## src/rtl/imem_uart_loader.sv

```systemverilog
// imem_uart_loader: UART boot loader for the single-cycle MIPS core.
// Receives a framed program over an 8N1 serial line, writes it word by word
// into instruction memory, and holds the core in reset until the load is done.
// Frame: 0xA5, LEN_LO, LEN_HI, then LEN words of 4 little-endian bytes.
// Optional build macro IMEM_LOADER_CHECKSUM_EN: the frame carries a trailing
// XOR checksum byte over LEN_LO, LEN_HI and every data byte.
module imem_uart_loader #(
    parameter int CLKS_PER_BIT = 434,
    parameter int ADDR_WIDTH   = 8
) (
    input  logic                  clk,
    input  logic                  rst_n,
    input  logic                  uart_rx,
    output logic                  imem_we,
    output logic [ADDR_WIDTH-1:0] imem_addr,
    output logic [31:0]           imem_wdata,
    output logic                  cpu_rst_n,
    output logic                  load_busy,
    output logic                  load_done,
    output logic                  load_err
);
    localparam int CW = $clog2(CLKS_PER_BIT);
    localparam logic [CW-1:0] BIT_LAST  = CW'(CLKS_PER_BIT - 1);
    localparam logic [CW-1:0] HALF_LAST = CW'(CLKS_PER_BIT / 2 - 1);
    localparam logic [CW-1:0] CNT_ONE   = CW'(1);
    localparam logic [ADDR_WIDTH:0] IDX_ONE = (ADDR_WIDTH+1)'(1);
    localparam logic [16:0] MAX_WORDS = 17'(1) << ADDR_WIDTH;

    typedef enum logic [1:0] {RX_IDLE, RX_START, RX_DATA, RX_STOP} rx_state_t;

    typedef enum logic [2:0] {
        S_IDLE, S_LEN_LO, S_LEN_HI, S_DATA,
`ifdef IMEM_LOADER_CHECKSUM_EN
        S_CHK,
`endif
        S_DONE, S_ERROR
    } state_t;

    // State entered once the last data word (or an empty body) is consumed.
`ifdef IMEM_LOADER_CHECKSUM_EN
    localparam state_t AFTER_BODY = S_CHK;
`else
    localparam state_t AFTER_BODY = S_DONE;
`endif

    logic            rx_meta_reg, rx_sync_reg, rx_prev_reg;
    rx_state_t       rx_state_reg;
    logic [CW-1:0]   rx_cnt_reg;
    logic [2:0]      rx_bit_reg;
    logic [7:0]      rx_shift_reg;
    logic            rx_valid_reg, rx_ferr_reg;

    state_t                state_reg, state_next;
    logic [15:0]           len_reg;
    logic [1:0]            byte_cnt_reg;
    logic [23:0]           word_buf_reg;
    logic [ADDR_WIDTH:0]   word_idx_reg;
    logic                  imem_we_reg, cpu_rst_n_reg;
    logic [ADDR_WIDTH-1:0] imem_addr_reg;
    logic [31:0]           imem_wdata_reg;

    logic [15:0] len_full;
    logic        last_word;

    assign len_full  = {rx_shift_reg, len_reg[7:0]};
    // word_idx_reg is the index of the word being completed, so +1 gives words done.
    assign last_word = (17'(word_idx_reg) + 17'd1) == {1'b0, len_reg};

    // Two-flop synchronizer plus one delayed copy for falling-edge detection.
    always_ff @(posedge clk) begin
        if (!rst_n) begin
            rx_meta_reg <= 1'b1;
            rx_sync_reg <= 1'b1;
            rx_prev_reg <= 1'b1;
        end else begin
            rx_meta_reg <= uart_rx;
            rx_sync_reg <= rx_meta_reg;
            rx_prev_reg <= rx_sync_reg;
        end
    end

    // UART receiver: centre-samples start, 8 data bits LSB first, and stop bit.
    always_ff @(posedge clk) begin
        if (!rst_n) begin
            rx_state_reg <= RX_IDLE;
            rx_cnt_reg   <= '0;
            rx_bit_reg   <= '0;
            rx_shift_reg <= '0;
            rx_valid_reg <= 1'b0;
            rx_ferr_reg  <= 1'b0;
        end else begin
            rx_valid_reg <= 1'b0;
            rx_ferr_reg  <= 1'b0;
            case (rx_state_reg)
                RX_IDLE: begin
                    if (rx_prev_reg && !rx_sync_reg) begin
                        rx_state_reg <= RX_START;
                        rx_cnt_reg   <= '0;
                    end
                end
                RX_START: begin
                    if (rx_cnt_reg == HALF_LAST) begin
                        rx_cnt_reg   <= '0;
                        rx_bit_reg   <= '0;
                        // Line high again at mid start bit: glitch, not a frame.
                        rx_state_reg <= rx_sync_reg ? RX_IDLE : RX_DATA;
                    end else begin
                        rx_cnt_reg <= rx_cnt_reg + CNT_ONE;
                    end
                end
                RX_DATA: begin
                    if (rx_cnt_reg == BIT_LAST) begin
                        rx_cnt_reg   <= '0;
                        rx_shift_reg <= {rx_sync_reg, rx_shift_reg[7:1]};
                        rx_bit_reg   <= rx_bit_reg + 3'd1;
                        if (rx_bit_reg == 3'd7) rx_state_reg <= RX_STOP;
                    end else begin
                        rx_cnt_reg <= rx_cnt_reg + CNT_ONE;
                    end
                end
                RX_STOP: begin
                    if (rx_cnt_reg == BIT_LAST) begin
                        rx_cnt_reg   <= '0;
                        rx_state_reg <= RX_IDLE;
                        if (rx_sync_reg) rx_valid_reg <= 1'b1;
                        else             rx_ferr_reg  <= 1'b1;
                    end else begin
                        rx_cnt_reg <= rx_cnt_reg + CNT_ONE;
                    end
                end
                default: rx_state_reg <= RX_IDLE;
            endcase
        end
    end

`ifdef IMEM_LOADER_CHECKSUM_EN
    logic [7:0] chk_reg;

    // Running XOR over length and data bytes; restarts on every header.
    always_ff @(posedge clk) begin
        if (!rst_n) begin
            chk_reg <= '0;
        end else if (rx_valid_reg) begin
            case (state_reg)
                S_IDLE, S_DONE:             chk_reg <= '0;
                S_LEN_LO, S_LEN_HI, S_DATA: chk_reg <= chk_reg ^ rx_shift_reg;
                default: ;
            endcase
        end
    end
`endif

    // Loader FSM state register.
    always_ff @(posedge clk) begin
        if (!rst_n) state_reg <= S_IDLE;
        else        state_reg <= state_next;
    end

    // Loader FSM next-state logic, advanced by received bytes.
    always_comb begin
        state_next = state_reg;
        if (rx_ferr_reg && state_reg != S_IDLE) begin
            state_next = S_ERROR;
        end else if (rx_valid_reg) begin
            case (state_reg)
                S_IDLE:   if (rx_shift_reg == 8'hA5) state_next = S_LEN_LO;
                S_LEN_LO: state_next = S_LEN_HI;
                S_LEN_HI: begin
                    if ({1'b0, len_full} > MAX_WORDS) state_next = S_ERROR;
                    else if (len_full == 16'd0)        state_next = AFTER_BODY;
                    else                               state_next = S_DATA;
                end
                S_DATA:   if (byte_cnt_reg == 2'd3 && last_word) state_next = AFTER_BODY;
`ifdef IMEM_LOADER_CHECKSUM_EN
                S_CHK:    state_next = (rx_shift_reg == chk_reg) ? S_DONE : S_ERROR;
`endif
                S_DONE:   if (rx_shift_reg == 8'hA5) state_next = S_LEN_LO;
                default: ;
            endcase
        end
    end

    // Status outputs decoded from the current state.
    always_comb begin
        load_busy = 1'b0;
        load_done = 1'b0;
        load_err  = 1'b0;
        case (state_reg)
            S_LEN_LO, S_LEN_HI, S_DATA: load_busy = 1'b1;
`ifdef IMEM_LOADER_CHECKSUM_EN
            S_CHK:   load_busy = 1'b1;
`endif
            S_DONE:  load_done = 1'b1;
            S_ERROR: load_err  = 1'b1;
            default: ;
        endcase
    end

    // Datapath: length latch, word assembly, memory write port, core reset.
    always_ff @(posedge clk) begin
        if (!rst_n) begin
            len_reg        <= '0;
            byte_cnt_reg   <= '0;
            word_buf_reg   <= '0;
            word_idx_reg   <= '0;
            imem_we_reg    <= 1'b0;
            imem_addr_reg  <= '0;
            imem_wdata_reg <= '0;
            cpu_rst_n_reg  <= 1'b0;
        end else begin
            imem_we_reg   <= 1'b0;
            // Release only once DONE has been held for a cycle; drop on reload.
            cpu_rst_n_reg <= (state_reg == S_DONE) && (state_next == S_DONE);
            if (rx_valid_reg) begin
                case (state_reg)
                    S_IDLE, S_DONE: begin
                        if (rx_shift_reg == 8'hA5) begin
                            byte_cnt_reg <= '0;
                            word_idx_reg <= '0;
                        end
                    end
                    S_LEN_LO: len_reg[7:0]  <= rx_shift_reg;
                    S_LEN_HI: len_reg[15:8] <= rx_shift_reg;
                    S_DATA: begin
                        byte_cnt_reg <= byte_cnt_reg + 2'd1;
                        word_buf_reg <= {rx_shift_reg, word_buf_reg[23:8]};
                        if (byte_cnt_reg == 2'd3) begin
                            imem_we_reg    <= 1'b1;
                            imem_addr_reg  <= word_idx_reg[ADDR_WIDTH-1:0];
                            imem_wdata_reg <= {rx_shift_reg, word_buf_reg};
                            word_idx_reg   <= word_idx_reg + IDX_ONE;
                        end
                    end
                    default: ;
                endcase
            end
        end
    end

    assign imem_we    = imem_we_reg;
    assign imem_addr  = imem_addr_reg;
    assign imem_wdata = imem_wdata_reg;
    assign cpu_rst_n  = cpu_rst_n_reg;

endmodule

```

## config.mk

```make
export PLATFORM = sky130hd
export DESIGN_NAME = imem_uart_loader
export DESIGN_NICKNAME = d
export VERILOG_FILES = /design/src/rtl/imem_uart_loader.sv
export SDC_FILE = /design/constraint.sdc
export NUM_CORES = 1
export LEC_CHECK = 0
export BUFFER_PORTS_ARGS = -buffer_cell sky130_fd_sc_hd__buf_2
export CORE_UTILIZATION = 31
export DETAILED_ROUTE_END_ITERATION = 10
export PLACE_DENSITY_LB_ADDON = 0.15
export SYNTH_ARGS = -nofsm -noshare
export SYNTH_HDL_FRONTEND = slang
export SYNTH_SLANG_ARGS = --single-unit
```

## constraint.sdc

```tcl
create_clock -name clk -period 3.7 [get_ports clk]
set_clock_uncertainty 0.2 [all_clocks]
set_input_delay 0 -clock clk [delete_from_list [all_inputs] [get_ports clk]]
set_output_delay 0 -clock clk [all_outputs]
set_load 0.03 [all_outputs]
```

======== Word level (Yosys, flattened, before mapping) ========
Cells that the tools add are included.
storage, ports and cells
  register bits after elaboration ......... 123
  input bits .............................. 3
  output and inout port bits .............. 45
  word-level logic and storage cells ...... 104
cells by class
  $add $sub $neg .......................... 5
  $lt $le $gt $ge ......................... 1
  equality and inequality tests ........... 22
  muxes and demuxes ....................... 32
  reduce and logical (&&, ||, !) cells .... 25
operator list
  operator                                                        number
  2-to-1 mux 9 bit                                                5
  case mux 9 bit (3 select lines)                                 1
  2-to-1 mux 3 bit                                                8
  adder 9 x 1 -> 9 bit, second input constant                     2
  case mux 9 bit (2 select lines)                                 1
  equality test 10 x 16 -> 1 bit                                  1
  greater-than comparator 16 x 9 -> 1 bit, second input constant  1
  zero test 16 bit                                                1
  AND reduction 3 bit                                             5
  2-to-1 mux 2 bit                                                7
  equality test 3 bit, second input constant                      4
  inequality test 2 bit, second input constant                    6
  case mux 3 bit (4 select lines)                                 1
  adder 9 x 1 -> 10 bit, second input constant                    1
  equality test 9 x 8 -> 1 bit, second input constant             1
  equality test 9 bit, second input constant                      1
  equality test 8 bit, second input constant                      1
  case mux 2 bit (4 select lines)                                 1
  AND reduction 2 bit                                             4
  equality test 2 bit, second input constant                      3
  equality test 3 x 2 -> 1 bit, second input constant             2
  2-to-1 mux 1 bit                                                6
  case mux 3 bit (2 select lines)                                 1
  AND reduction 5 bit                                             1
  other kinds (15)                                                20

======== Depth between registers and ports, before layout ========
  depth in word-level cells ............... 9
  depth in mapped cells ................... 10
  depth with buffers taken out ............ 8

======== Worst setup path after synthesis ========
No wires, ideal clock.
  path type ............................... reg-to-reg
  from .................................... register word_idx_reg[0]
  to ...................................... register state_reg[1]
  library setup time ...................... 0.133 ns
  data arrival time ....................... 1.790 ns
  data required time ...................... 3.367 ns
  path slack .............................. 1.577 ns
  stages on the path, launching flop included .. 9
  buffers on the path ..................... 1
  clock period less this slack ............ 2.123 ns
  cells stage by stage .................... dfxtp_1 -> ha_1 -> clkbuf_1 -> nand3_1 -> xnor2_1 -> nor4_1 -> o211a_1 -> a21o_1 -> a211oi_1
between the ends
  longest elaborated chain between the ends .. 7
RTL lines
  element                          line  source
  start, declared                  57    logic [ADDR_WIDTH:0] word_idx_reg;
  start signal, assigned           231   word_idx_reg <= word_idx_reg + IDX_ONE;
  adder 9 x 1 -> 10 bit            67    assign last_word = (17'(word_idx_reg) + 17'd1) == {1'b0, len_reg};
  equality test 10 x 16 -> 1 bit   67
  logical AND 1 bit                173   S_DATA: if (byte_cnt_reg == 2'd3 && last_word) state_next = AFTER_BODY;
  2-to-1 mux 3 bit                 173
  case mux 3 bit (4 select lines)  165   case (state_reg)
  2-to-1 mux 3 bit                 164   end else if (rx_valid_reg) begin
  2-to-1 mux 3 bit                 162   if (rx_ferr_reg && state_reg != S_IDLE) begin
  end signal, assigned             156   else state_reg <= state_next;
  end, declared                    53    state_t state_reg, state_next;
Every way passes these cells.
A chain may end at the register's enable or synchronous reset.

======== Worst setup path in the final report ========
  from .................................... register state_reg[2]
  to ...................................... register word_idx_reg[4]
between the ends
  longest elaborated chain between the ends .. 4
  elaborated cells between the ends (all ways) .. 9
  classes of those cells .................. eq/ne: 4; mux: 1; reduce/logical: 4
RTL lines
  element                                                                                line  source
  equality test 3 bit / zero test 3 bit (equally long branches)                          215   case (state_reg)
  OR reduction 2 bit (no line)                                                           --
  inequality test 2 x 1 -> 1 bit (no line) / nonzero test 2 bit (equally long branches)  --
  AND reduction 4 bit (no line)                                                          --
Several ways; a longest one is shown, not always the timed one.

==> impl_metrics.tcl <==
set metrics [dict create \
    outcome "finished, final reports clean" \
    r2r-end "word_idx_reg[4]$_SDFFE_PN0P_" \
    gp_congestion 0.759 \
    final_net_count 690 \
    synthesis.area_um2 5200 \
    grt_start_max_net_pins 65 \
    firstDrtPassIters 4 \
    fin_crit_sh 0.690 \
    yosysTopAreaCellShare 0.473 \
    layout-drive-gt1-share 0.130 \
    wl_um 12700 \
    antenna_found_initial 0 \
    die_h_um 132 \
    grt_pass1_wl_um 21200 \
    layout_min_cycle_time_ns 2.55 \
    drtAntennaViolNets 0 \
    r2r_cells 7 \
    htree_num_levels 4 \
    drtIter0Drc 265 \
    synthCells 649 \
    post_cts_buffers 0 \
    timing.rr.start "state_reg[2]$_SDFF_PN0_" \
    largest_reg_flops 32 \
    critPathSlowestCell "or4_1" \
    fillers 1710 \
    ys_seq_area_frac 0.473 \
    path_clk_slew_ns 0.05 \
    tns_ns 0 \
    worstSetupPathType "register to register" \
    setup_viol 0 \
    grt_overflow 0 \
    synthTopCellsByArea "dfxtp_1 47%, nand2_1 12%, a21oi_1 9.9%" \
    syn_to_final_growth_pct 19.0 \
    required_ns 3.83 \
    power_switching_w 0.000640 \
    whs_ns 0.210 \
    insertedDiodeCount 0 \
    pwr-share-clk 0.543 \
    die_w_um 132 \
    max_slew_margin 0.404 \
    wl_per_cell_um 14.0 \
    critPathArrivalTime_ns 2.68 \
    hold_class "register to register" \
    stdcell_count 909 \
    p_leak_nw 2.27 \
    internal_power_w 0.00236 \
    start_kind "register" \
    cts.sinks 123 \
    root_buffer "clkbuf_16" \
    timing.fmax_mhz 392 \
    synthDistinctLibCells 52 \
    cp_top_family "simple AND/OR/NAND/NOR gates" \
    drcViolationCount 0 \
    rsz0062_at_grt "no" \
    min_from "rx_meta_reg$_SDFF_PN1_" \
    grt_pass1_vias 4137 \
    dp.cells 874 \
    grt.total_usage 0.154 \
    hold_viol 0 \
    crit_chain "nand2b_1 > nor2_8 > and2_1 > o32ai_1 > buf_4 > or4_1 > a21oi_1" \
    crit_fanout 28 \
    cts_buffers 17 \
    clkLatencyLatePin_ns 0.42 \
    whs_path_depth 1 \
    initial_core_util 0.323 \
    drv_cap 0 \
    r2r_slack_ns 1.15 \
    p_seq_frac 0.443 \
    ys_ff_latch 123 \
    synth_top_cell_by_area "dfxtp_1" \
    die-area_um2 17300 \
    cts_tree "built" \
    post-dp-hpwl_um 8240 \
    avgSynthCellArea_um2 8.01 \
    async_reset_ff_frac 0 \
    dr_total_vias 4471 \
    clock_path_buffers 2 \
    cp.buffers_inverters 1 \
    synthesis.nets 659 \
    ir_worst_vdd_uv 334 \
    max_stage_delay_ns 0.51 \
    power_w 0.00301 \
    combPwrFrac 0.014 \
    tightest_slew_ns 0.891 \
    p_sw_frac 0.213 \
    drv_slew 0 \
    multi_input_comb_area_um2 2500 \
    ys_warn_count 0 \
    dominantRegCellSynth "dfxtp_1" \
    crit_path_end_kind "register" \
    layout_commonest_cell "nand2_1" \
    portBuffers 47 \
    coreArea_um2 16100 \
    regArea_um2 2460 \
    rows 46 \
    vias_per_cell 4.92 \
    p_per_area_nw_per_um2 486 \
    io_pins 48 \
    synth-edff-count 0 \
    final_cell_mix "162 x nand2_1, 123 x dfxtp_1, 103 x a21oi_1" \
    min_to "rx_sync_reg$_SDFF_PN1_" \
]
## worst register-to-register path, delay by kind of cell, from the launching register on
kind	cells	cell delay, ns
and+or+nand+nor	4	1.48
buffers and inverters	1	0.18
DFF	1	0.37
AOI/OAI and AO/OA	2	0.24
## per-layer routing
layer,wire length (µm),share of wire,global-route usage,vias up
met3,422,0.033,0.0405,14
met1,6360,0.50,0.203,2108
met4,171,0.013,0.0640,0
met5,0,0,0,-
met2,5740,0.45,0.235,73
li1,-,-,-,2276
## synth_stat cells (all sizes together), types with 8 or more instances
| master | n |
|---|---|
| o21ai | 22 |
| inv | 12 |
| buf | 13 |
| nand3 | 11 |
| clkbuf | 32 |
| nand4 | 8 |
| nor2 | 40 |
| nand2b | 8 |
| mux2i | 15 |
| nor3 | 8 |
| a21oi | 103 |
| nand2 | 162 |
| dfxtp | 123 |
## power groups by stage
stage	clock (W)	sequential [W]	combinational, W
2_1_floorplan	0	0.00136	0.0000278
6_report	0.00163	0.00133	0.0000423
3_3_place_gp	0	0.00136	0.0000405
5_1_grt	0.00174	0.00133	0.0000480
3_5_place_dp	0	0.00136	0.0000405
4_1_cts	0.00167	0.00133	0.0000428
## layout make-up
class                           instances  area share
Inverter                               12     0.00748
Tap cell                              216      0.0437
Multi-Input combinational cell        469       0.404
Clock inverter                         10      0.0188
Sequential cell                       123       0.398
Clock buffer                           22      0.0750
Timing Repair Buffer                   57      0.0534
## timing repair
action                                  4_1_cts  5_1_grt
endpoints found under the hold margin         8        0
endpoints found under the setup margin        0        0
resized for setup                             0        0
hold buffers                                  3        0
## worst max-delay path by stage
stage | from | to | cells after the start
floorplan | word_idx_reg[0]$_SDFFE_PN0P_ | state_reg[1]$_SDFF_PN0_ | 8
global placement | state_reg[2]$_SDFF_PN0_ | word_idx_reg[4]$_SDFFE_PN0P_ | 7
detailed placement | state_reg[2]$_SDFF_PN0_ | word_idx_reg[4]$_SDFFE_PN0P_ | 7
CTS | state_reg[2]$_SDFF_PN0_ | word_idx_reg[4]$_SDFFE_PN0P_ | 7
global route | state_reg[2]$_SDFF_PN0_ | word_idx_reg[8]$_SDFFE_PN0P_ | 5
finish | state_reg[2]$_SDFF_PN0_ | word_idx_reg[4]$_SDFFE_PN0P_ | 7
## cells by family (layout without fill, tap and decap cells)
family | after synthesis | count (layout) | share of synthesized area
simple gates | 285 | 285 | 0.252
flops | 123 | 123 | 0.473
compound gates | 151 | 151 | 0.160
buf+inv | 57 | 101 | 0.0471
fa+ha+maj | 7 | 7 | 0.0168
xor+xnor | 11 | 11 | 0.0214
mux | 15 | 15 | 0.0289
## through the flow
step                setup slack (ns)  utilization  instance area, µm²
global route                   0.967        0.384                6190
global placement                1.23        0.346                5580
CTS                             1.13        0.384                6190
floorplan                       1.58            -                5200
detailed placement              1.12        0.346                5580
finish                          1.15        0.384                6190
(Power assumes the default switching activity.)
